File: config.mk
export PLATFORM = sky130hd
export DESIGN_NAME = tsc_sample_capture
export DESIGN_NICKNAME = d
export VERILOG_FILES = /design/src/rtl/tsc_sample_capture.sv
export SDC_FILE = /design/constraint.sdc
export NUM_CORES = 1
export LEC_CHECK = 0
export CORE_MARGIN = 1
export CORE_UTILIZATION = 41
export CTS_BUF_LIST = sky130_fd_sc_hd__clkbuf_8
export CTS_CLUSTER_DIAMETER = 30
export DETAILED_ROUTE_END_ITERATION = 8
export PLACE_DENSITY_LB_ADDON = 0.15
export RECOVER_POWER = 100
export SYNTH_ARGS = -nofsm -noshare
export SYNTH_HDL_FRONTEND = slang
export SYNTH_SLANG_ARGS = --single-unit
File: constraint.sdc
create_clock -name clk -period 7.7 [get_ports clk]
set_clock_uncertainty 0.2 [all_clocks]
set_input_delay 2.31 -clock clk [delete_from_list [all_inputs] [get_ports clk]]
set_output_delay 2.31 -clock clk [all_outputs]
set_load 0.03 [all_outputs]
File: src/rtl/tsc_sample_capture.sv
// Trigger-surround capture controller: paced ADC request/ready initiator feeding
// a sample ring, freezing POST_DEPTH samples after trigger and reading the window oldest-first.
module tsc_sample_capture #(
  parameter int PRE_DEPTH  = 16,
  parameter int POST_DEPTH = 16,
  parameter int DEPTH      = 32,
  parameter int ADDR_W     = 5,
  parameter int SAMPLE_DIV = 4,
  parameter int TIMEOUT    = 8
) (
  input  logic       clk,
  input  logic       rst_n,
  input  logic       arm,
  input  logic       trigger,
  output logic       adc_req,
  input  logic       adc_rdy,
  input  logic [7:0] adc_dat,
  input  logic       rd_en,
  output logic [7:0] rd_dat,
  output logic       rd_valid,
  output logic       busy,
  output logic       done,
  output logic       timeout_err
);

  localparam int CNT_W = 16;
  localparam int SC_W  = $clog2(PRE_DEPTH + 1);
  localparam int PC_W  = $clog2(POST_DEPTH + 1);

  typedef enum logic [2:0] {IDLE, PRE_FILL, WAIT_TRIG, POST, DONE} state_t;
  typedef enum logic [1:0] {E_OFF, E_WAIT, E_GAP} eng_t;

  state_t            state_reg, state_next;
  eng_t              eng_reg, eng_next;
  logic [CNT_W-1:0]  ecnt_reg, ecnt_next;
  logic [ADDR_W-1:0] wr_ptr_reg, wr_ptr_next;
  logic [ADDR_W-1:0] rd_ptr_reg, rd_ptr_next;
  logic [ADDR_W-1:0] rd_cnt_reg, rd_cnt_next;
  logic [SC_W-1:0]   smp_cnt_reg, smp_cnt_next;
  logic [PC_W-1:0]   post_cnt_reg, post_cnt_next;
  logic              adc_req_next;
  logic              timeout_err_next;
  logic              rd_valid_next;
  logic              wr_en;
  logic              rd_fire;
  logic              complete;
  logic              issue;

  logic [7:0] ring [DEPTH];

  assign busy = (state_reg == PRE_FILL) || (state_reg == WAIT_TRIG) || (state_reg == POST);
  assign done = (state_reg == DONE);

  always_comb begin
    state_next       = state_reg;
    eng_next         = eng_reg;
    ecnt_next        = ecnt_reg;
    wr_ptr_next      = wr_ptr_reg;
    rd_ptr_next      = rd_ptr_reg;
    rd_cnt_next      = rd_cnt_reg;
    smp_cnt_next     = smp_cnt_reg;
    post_cnt_next    = post_cnt_reg;
    timeout_err_next = timeout_err;
    adc_req_next     = 1'b0;
    rd_valid_next    = 1'b0;
    wr_en            = 1'b0;
    rd_fire          = 1'b0;
    complete         = 1'b0;
    issue            = 1'b0;

    // ecnt==0 is the adc_req cycle; the response window is ecnt 1..TIMEOUT-1
    case (eng_reg)
      E_WAIT: begin
        if (ecnt_reg != '0 && adc_rdy) begin
          wr_en    = 1'b1;
          complete = 1'b1;
        end else if (ecnt_reg == CNT_W'(TIMEOUT - 1)) begin
          timeout_err_next = 1'b1;
          complete         = 1'b1;
        end else begin
          ecnt_next = ecnt_reg + 1'b1;
        end
      end
      E_GAP: begin
        if (ecnt_reg == CNT_W'(SAMPLE_DIV - 1)) issue = 1'b1;
        else ecnt_next = ecnt_reg + 1'b1;
      end
      default: ;
    endcase

    // next request lands SAMPLE_DIV cycles after the completing cycle
    if (complete) begin
      if (SAMPLE_DIV == 1) begin
        issue = 1'b1;
      end else begin
        eng_next  = E_GAP;
        ecnt_next = CNT_W'(1);
      end
    end
    if (issue) begin
      adc_req_next = 1'b1;
      eng_next     = E_WAIT;
      ecnt_next    = '0;
    end
    if (wr_en) wr_ptr_next = wr_ptr_reg + 1'b1;

    case (state_reg)
      IDLE: begin
        if (arm) begin
          state_next       = PRE_FILL;
          timeout_err_next = 1'b0;
          wr_ptr_next      = '0;
          smp_cnt_next     = '0;
          post_cnt_next    = '0;
          rd_cnt_next      = '0;
          adc_req_next     = 1'b1;
          eng_next         = E_WAIT;
          ecnt_next        = '0;
        end
      end
      PRE_FILL: begin
        if (wr_en) begin
          smp_cnt_next = smp_cnt_reg + 1'b1;
          if (smp_cnt_reg == SC_W'(PRE_DEPTH - 1)) state_next = WAIT_TRIG;
        end
      end
      WAIT_TRIG: begin
        if (trigger) begin
          state_next    = POST;
          post_cnt_next = '0;
        end
      end
      POST: begin
        if (wr_en) begin
          post_cnt_next = post_cnt_reg + 1'b1;
          if (post_cnt_reg == PC_W'(POST_DEPTH - 1)) begin
            state_next   = DONE;
            rd_ptr_next  = wr_ptr_reg + 1'b1;
            rd_cnt_next  = '0;
            eng_next     = E_OFF;
            ecnt_next    = '0;
            adc_req_next = 1'b0;
          end
        end
      end
      DONE: begin
        if (rd_en) begin
          rd_fire       = 1'b1;
          rd_valid_next = 1'b1;
          rd_ptr_next   = rd_ptr_reg + 1'b1;
          rd_cnt_next   = rd_cnt_reg + 1'b1;
          if (rd_cnt_reg == ADDR_W'(DEPTH - 1)) begin
            state_next  = IDLE;
            rd_cnt_next = '0;
          end
        end
      end
      default: state_next = IDLE;
    endcase
  end

  always_ff @(posedge clk or negedge rst_n) begin
    if (!rst_n) begin
      state_reg    <= IDLE;
      eng_reg      <= E_OFF;
      ecnt_reg     <= '0;
      wr_ptr_reg   <= '0;
      rd_ptr_reg   <= '0;
      rd_cnt_reg   <= '0;
      smp_cnt_reg  <= '0;
      post_cnt_reg <= '0;
      adc_req      <= 1'b0;
      timeout_err  <= 1'b0;
      rd_valid     <= 1'b0;
      rd_dat       <= '0;
    end else begin
      state_reg    <= state_next;
      eng_reg      <= eng_next;
      ecnt_reg     <= ecnt_next;
      wr_ptr_reg   <= wr_ptr_next;
      rd_ptr_reg   <= rd_ptr_next;
      rd_cnt_reg   <= rd_cnt_next;
      smp_cnt_reg  <= smp_cnt_next;
      post_cnt_reg <= post_cnt_next;
      adc_req      <= adc_req_next;
      timeout_err  <= timeout_err_next;
      rd_valid     <= rd_valid_next;
      if (rd_fire) rd_dat <= ring[rd_ptr_reg];
    end
  end

  always_ff @(posedge clk) begin
    if (wr_en) ring[wr_ptr_reg] <= adc_dat;
  end

endmodule

==> out/results.txt <==
Peak ir drop on the vdd network - 0.155 mV
Buffer cell driving the clock tree root - sky130_fd_sc_hd__clkbuf_8
Post-synthesis adder-cell area fraction - 1.51%
Insertion delay to the later sink of the worst-skew pair - 570 ps
Count of instances resized after the clock tree is built - 0
CTS tree - done
Count of buffers inserted at the top-level ports - 26
Net Count, Synth - 839
Initial DRC Count - 703
GP Congestion - 0.900
Count of final hold-check violations - 0
Post-Route WL - 31.4 mm
Util after Layout - 48.5%
Count of unresolved DRC violations after routing - 0
Instance count of the mapped netlist - 809
Violations in the final reports - capacitance limit, slew limit
CTS max path bufs - 3
Main combinational cell family by area after synthesis - multiplexers
Max-slew violations - 322
Clock period minus worst slack - 5450 ps
Sort of element at the start of the critical path - input port
Synth Area in XOR/XNOR - 0.530%
Share of the synthesized area in compound gates (AO/OA/AOI/OAI) - 6.92%
Remaining antenna violation count after routing - 0
Via Count - 7627
Post-synthesis mux area share - 11.7%
Commonest non-fill, non-tap cell in the layout - sky130_fd_sc_hd__edfxtp_1
Syn. warnings - 0
Ratio of routed vias to standard cells - 5.75
Most used flip-flop cell after synthesis - sky130_fd_sc_hd__edfxtp_1
Delay of the slowest cell on the worst path - 2270 ps
Type of the worst min-delay path - reg -> reg
Pin count of the biggest net entering global routing - 61
Critical path cell sequence - buf_2 -> clkbuf_1
Number of synthesized flops with an enable pin - 256
Data required, critical path - 6960 ps
Nets - 900
Slew at the pin closest to its max-slew limit - 3250 ps
Buffers inserted by post-CTS timing repair - 0
Flip-flop count of the largest register, all copies and words added - 256
Synthesized area - 0.0132 sq mm
Fraction of layout cells with a size suffix above 1 - 21.2%
RSZ-0062 raised after global routing - false
Clock input transition at the sequential cells of the worst setup and hold paths - 50 ps
Vertical die dimension - 182 microns
Relative slew slack - -117%
Nature of the critical path endpoint - async pin
Combined buffer and inverter count along the critical path - 2
Post-synthesis simple-gate area fraction - 8.58%
Ratio of final minimum period to clock period - 70.8%
Floorplan die area - 0.0330 sq mm
Post-Synthesis Mean Instance Area - 16.4 sq um
Starting density of the core - 41.8%
Number of distinct library cell variants in the gate-level netlist after synthesis - 64
Number of antenna cells inserted - 0
Arrival time of the worst setup path - 4710 ps
Overall power consumption - 4.78 mW
Setup TNS - 0 ps
P&R area growth vs syn - 15.9%
Main area contributors after synthesis - sky130_fd_sc_hd__edfxtp_1 (58%), sky130_fd_sc_hd__mux4_2 (11%), sky130_fd_sc_hd__dfrtp_1 (11%), sky130_fd_sc_hd__nor2_1 (1.8%), sky130_fd_sc_hd__ha_1 (1.5%)
Leak pwr - 5.21 nW
Number of search-and-repair iterations in the first detailed-routing pass - 5
Post-DR wirelength/cell - 23.7 microns
Cell with the largest stage delay on the worst path - sky130_fd_sc_hd__clkbuf_1
Post-synthesis sequential area ratio - 68.9%
Top cell type's share of synthesized area - 58.1%
DPL Wire Length - 19.3 mm
Final setup violation count - 0
Placeable core region - 0.0316 sq mm
Wire length of the first global-routing pass - 47.8 mm
Kind of critical path - in -> async
Library cell with the largest summed area after synthesis - sky130_fd_sc_hd__edfxtp_1
Post-cts hold buffer count - 0
Outcome - complete, but fails checks
Commonest cells after routing, fill and taps aside - sky130_fd_sc_hd__edfxtp_1 (256), sky130_fd_sc_hd__clkbuf_8 (69), sky130_fd_sc_hd__mux4_2 (64), sky130_fd_sc_hd__nor2_1 (62), sky130_fd_sc_hd__dfrtp_1 (55)
Async set-or-reset flop fraction in the synthesized netlist - 18.2%
Maximum Capacitance Violations - 9
PD cells - 312 mW/mm^2
H-tree depth reported by CTS - 3
Number of placement rows - 65
Cell class contributing the biggest share of worst-path delay - buffers and inverters
Top Ports - 27
Leftover overflow at the end of global routing - 0
Cts bufs inserted - 68
Aggregate global-route resource usage - 19.7%
Vias in the first global route - 7833
Initial antenna violation count - 0
Die X-Extent - 182 microns
Count of state elements after synthesis - 313
Crit-path max FO - 57
Sinks on the clock net - 313
Achievable frequency - 0.183 GHz
power breakdown:
group | total (mW) | internal (mW) | leakage (nW) | switching [mW]
Combinational | 0.752 | 0.297 | 1.32 | 0.455
Clock | 2.04 | 1.27 | 0.826 | 0.778
Sequential | 1.98 | 1.90 | 3.06 | 0.0865
Total | 4.78 | 3.46 | 5.21 | 1.32
cell type report:
| class | instances | area (sq um) |
|---|---|---|
| multi-input combinational | 440 | 3850 |
| inverter | 16 | 60.1 |
| timing repair buffer | 31 | 231 |
| clock inverter | 56 | 613 |
| fill | 2676 | 16300 |
| tap | 402 | 503 |
| clock buffer | 69 | 950 |
| sequential | 313 | 9120 |
kinds of logic (layout without fill, tap and decap cells):
logic type	count (synthesis)	after routing
muxes	75	75
DFF	313	313
adders and majority gates	16	16
AOI/OAI and AO/OA	128	128
xor gates and xnor gates	8	8
buffers and inverters	56	172
and+or+nand+nor	213	213
synth_stat cells, types with 3 or more instances:
master	n
sky130_fd_sc_hd__mux2i_1	11
sky130_fd_sc_hd__or3_1	8
sky130_fd_sc_hd__nor3_1	14
sky130_fd_sc_hd__and4_1	3
sky130_fd_sc_hd__and3_1	6
sky130_fd_sc_hd__mux4_2	64
sky130_fd_sc_hd__nor2b_1	8
sky130_fd_sc_hd__nand3b_1	7
sky130_fd_sc_hd__dfrtp_1	57
sky130_fd_sc_hd__or2_2	3
sky130_fd_sc_hd__ha_1	16
sky130_fd_sc_hd__nor3b_1	5
sky130_fd_sc_hd__nand2_1	41
sky130_fd_sc_hd__nand3_1	31
sky130_fd_sc_hd__nand4_1	3
sky130_fd_sc_hd__a31oi_1	4
sky130_fd_sc_hd__o221ai_1	6
sky130_fd_sc_hd__o21ai_0	28
sky130_fd_sc_hd__buf_2	10
sky130_fd_sc_hd__a22o_1	8
sky130_fd_sc_hd__o22a_1	3
sky130_fd_sc_hd__nor4_4	4
sky130_fd_sc_hd__o21a_1	5
sky130_fd_sc_hd__clkbuf_1	22
sky130_fd_sc_hd__o22ai_1	4
sky130_fd_sc_hd__nor2_1	62
sky130_fd_sc_hd__a211oi_1	4
sky130_fd_sc_hd__nand2b_1	3
sky130_fd_sc_hd__a21oi_1	31
sky130_fd_sc_hd__or3b_2	4
sky130_fd_sc_hd__inv_1	14
sky130_fd_sc_hd__edfxtp_1	256
sky130_fd_sc_hd__and2_1	3
sky130_fd_sc_hd__xor2_1	7
sky130_fd_sc_hd__clkbuf_2	3
sky130_fd_sc_hd__or4_4	3
sky130_fd_sc_hd__a22oi_1	16
through the flow:
stage               instance area [sq um]  setup slack [ps]  std cells  hold slack [ps]
global placement                    13800              2720       1202              255
CTS                                 15400              2600       1327              295
global route                        15300              1520       1327              332
floorplan                           13200              3550        809              238
finish                              15300              2250       1327              292
detailed placement                  13800              2580       1202              285
routing by layer:
metal | vias up | part of all wire, % | track usage (%)
met5 | - | 0 | 0
met2 | 312 | 47 | 30.7
met3 | 64 | 7.2 | 3.89
li1 | 3356 | - | -
met1 | 3895 | 43 | 27.2
met4 | 0 | 2.9 | 7.66
path summary, 6_finish.rpt:
| check | start | slack, ps | cells after the start | end |
|---|---|---|---|---|
| worst max-delay path | rst_n | 2250 | 2 | rd_ptr_reg[0] |
| worst min-delay path | rd_cnt_reg[4] | 290 | 2 | rd_cnt_reg[4] |
| worst max register to register | ecnt_reg[0] | 4010 | 7 | ring[23][1] |
| worst min register to register | rd_cnt_reg[4] | 290 | 2 | rd_cnt_reg[4] |
| max in group clk | state_reg[1] | 2520 | 4 | done |
| min in group asynchronous | rst_n | 2710 | 2 | ecnt_reg[5] |
Power figures use the tool's default switching activity.
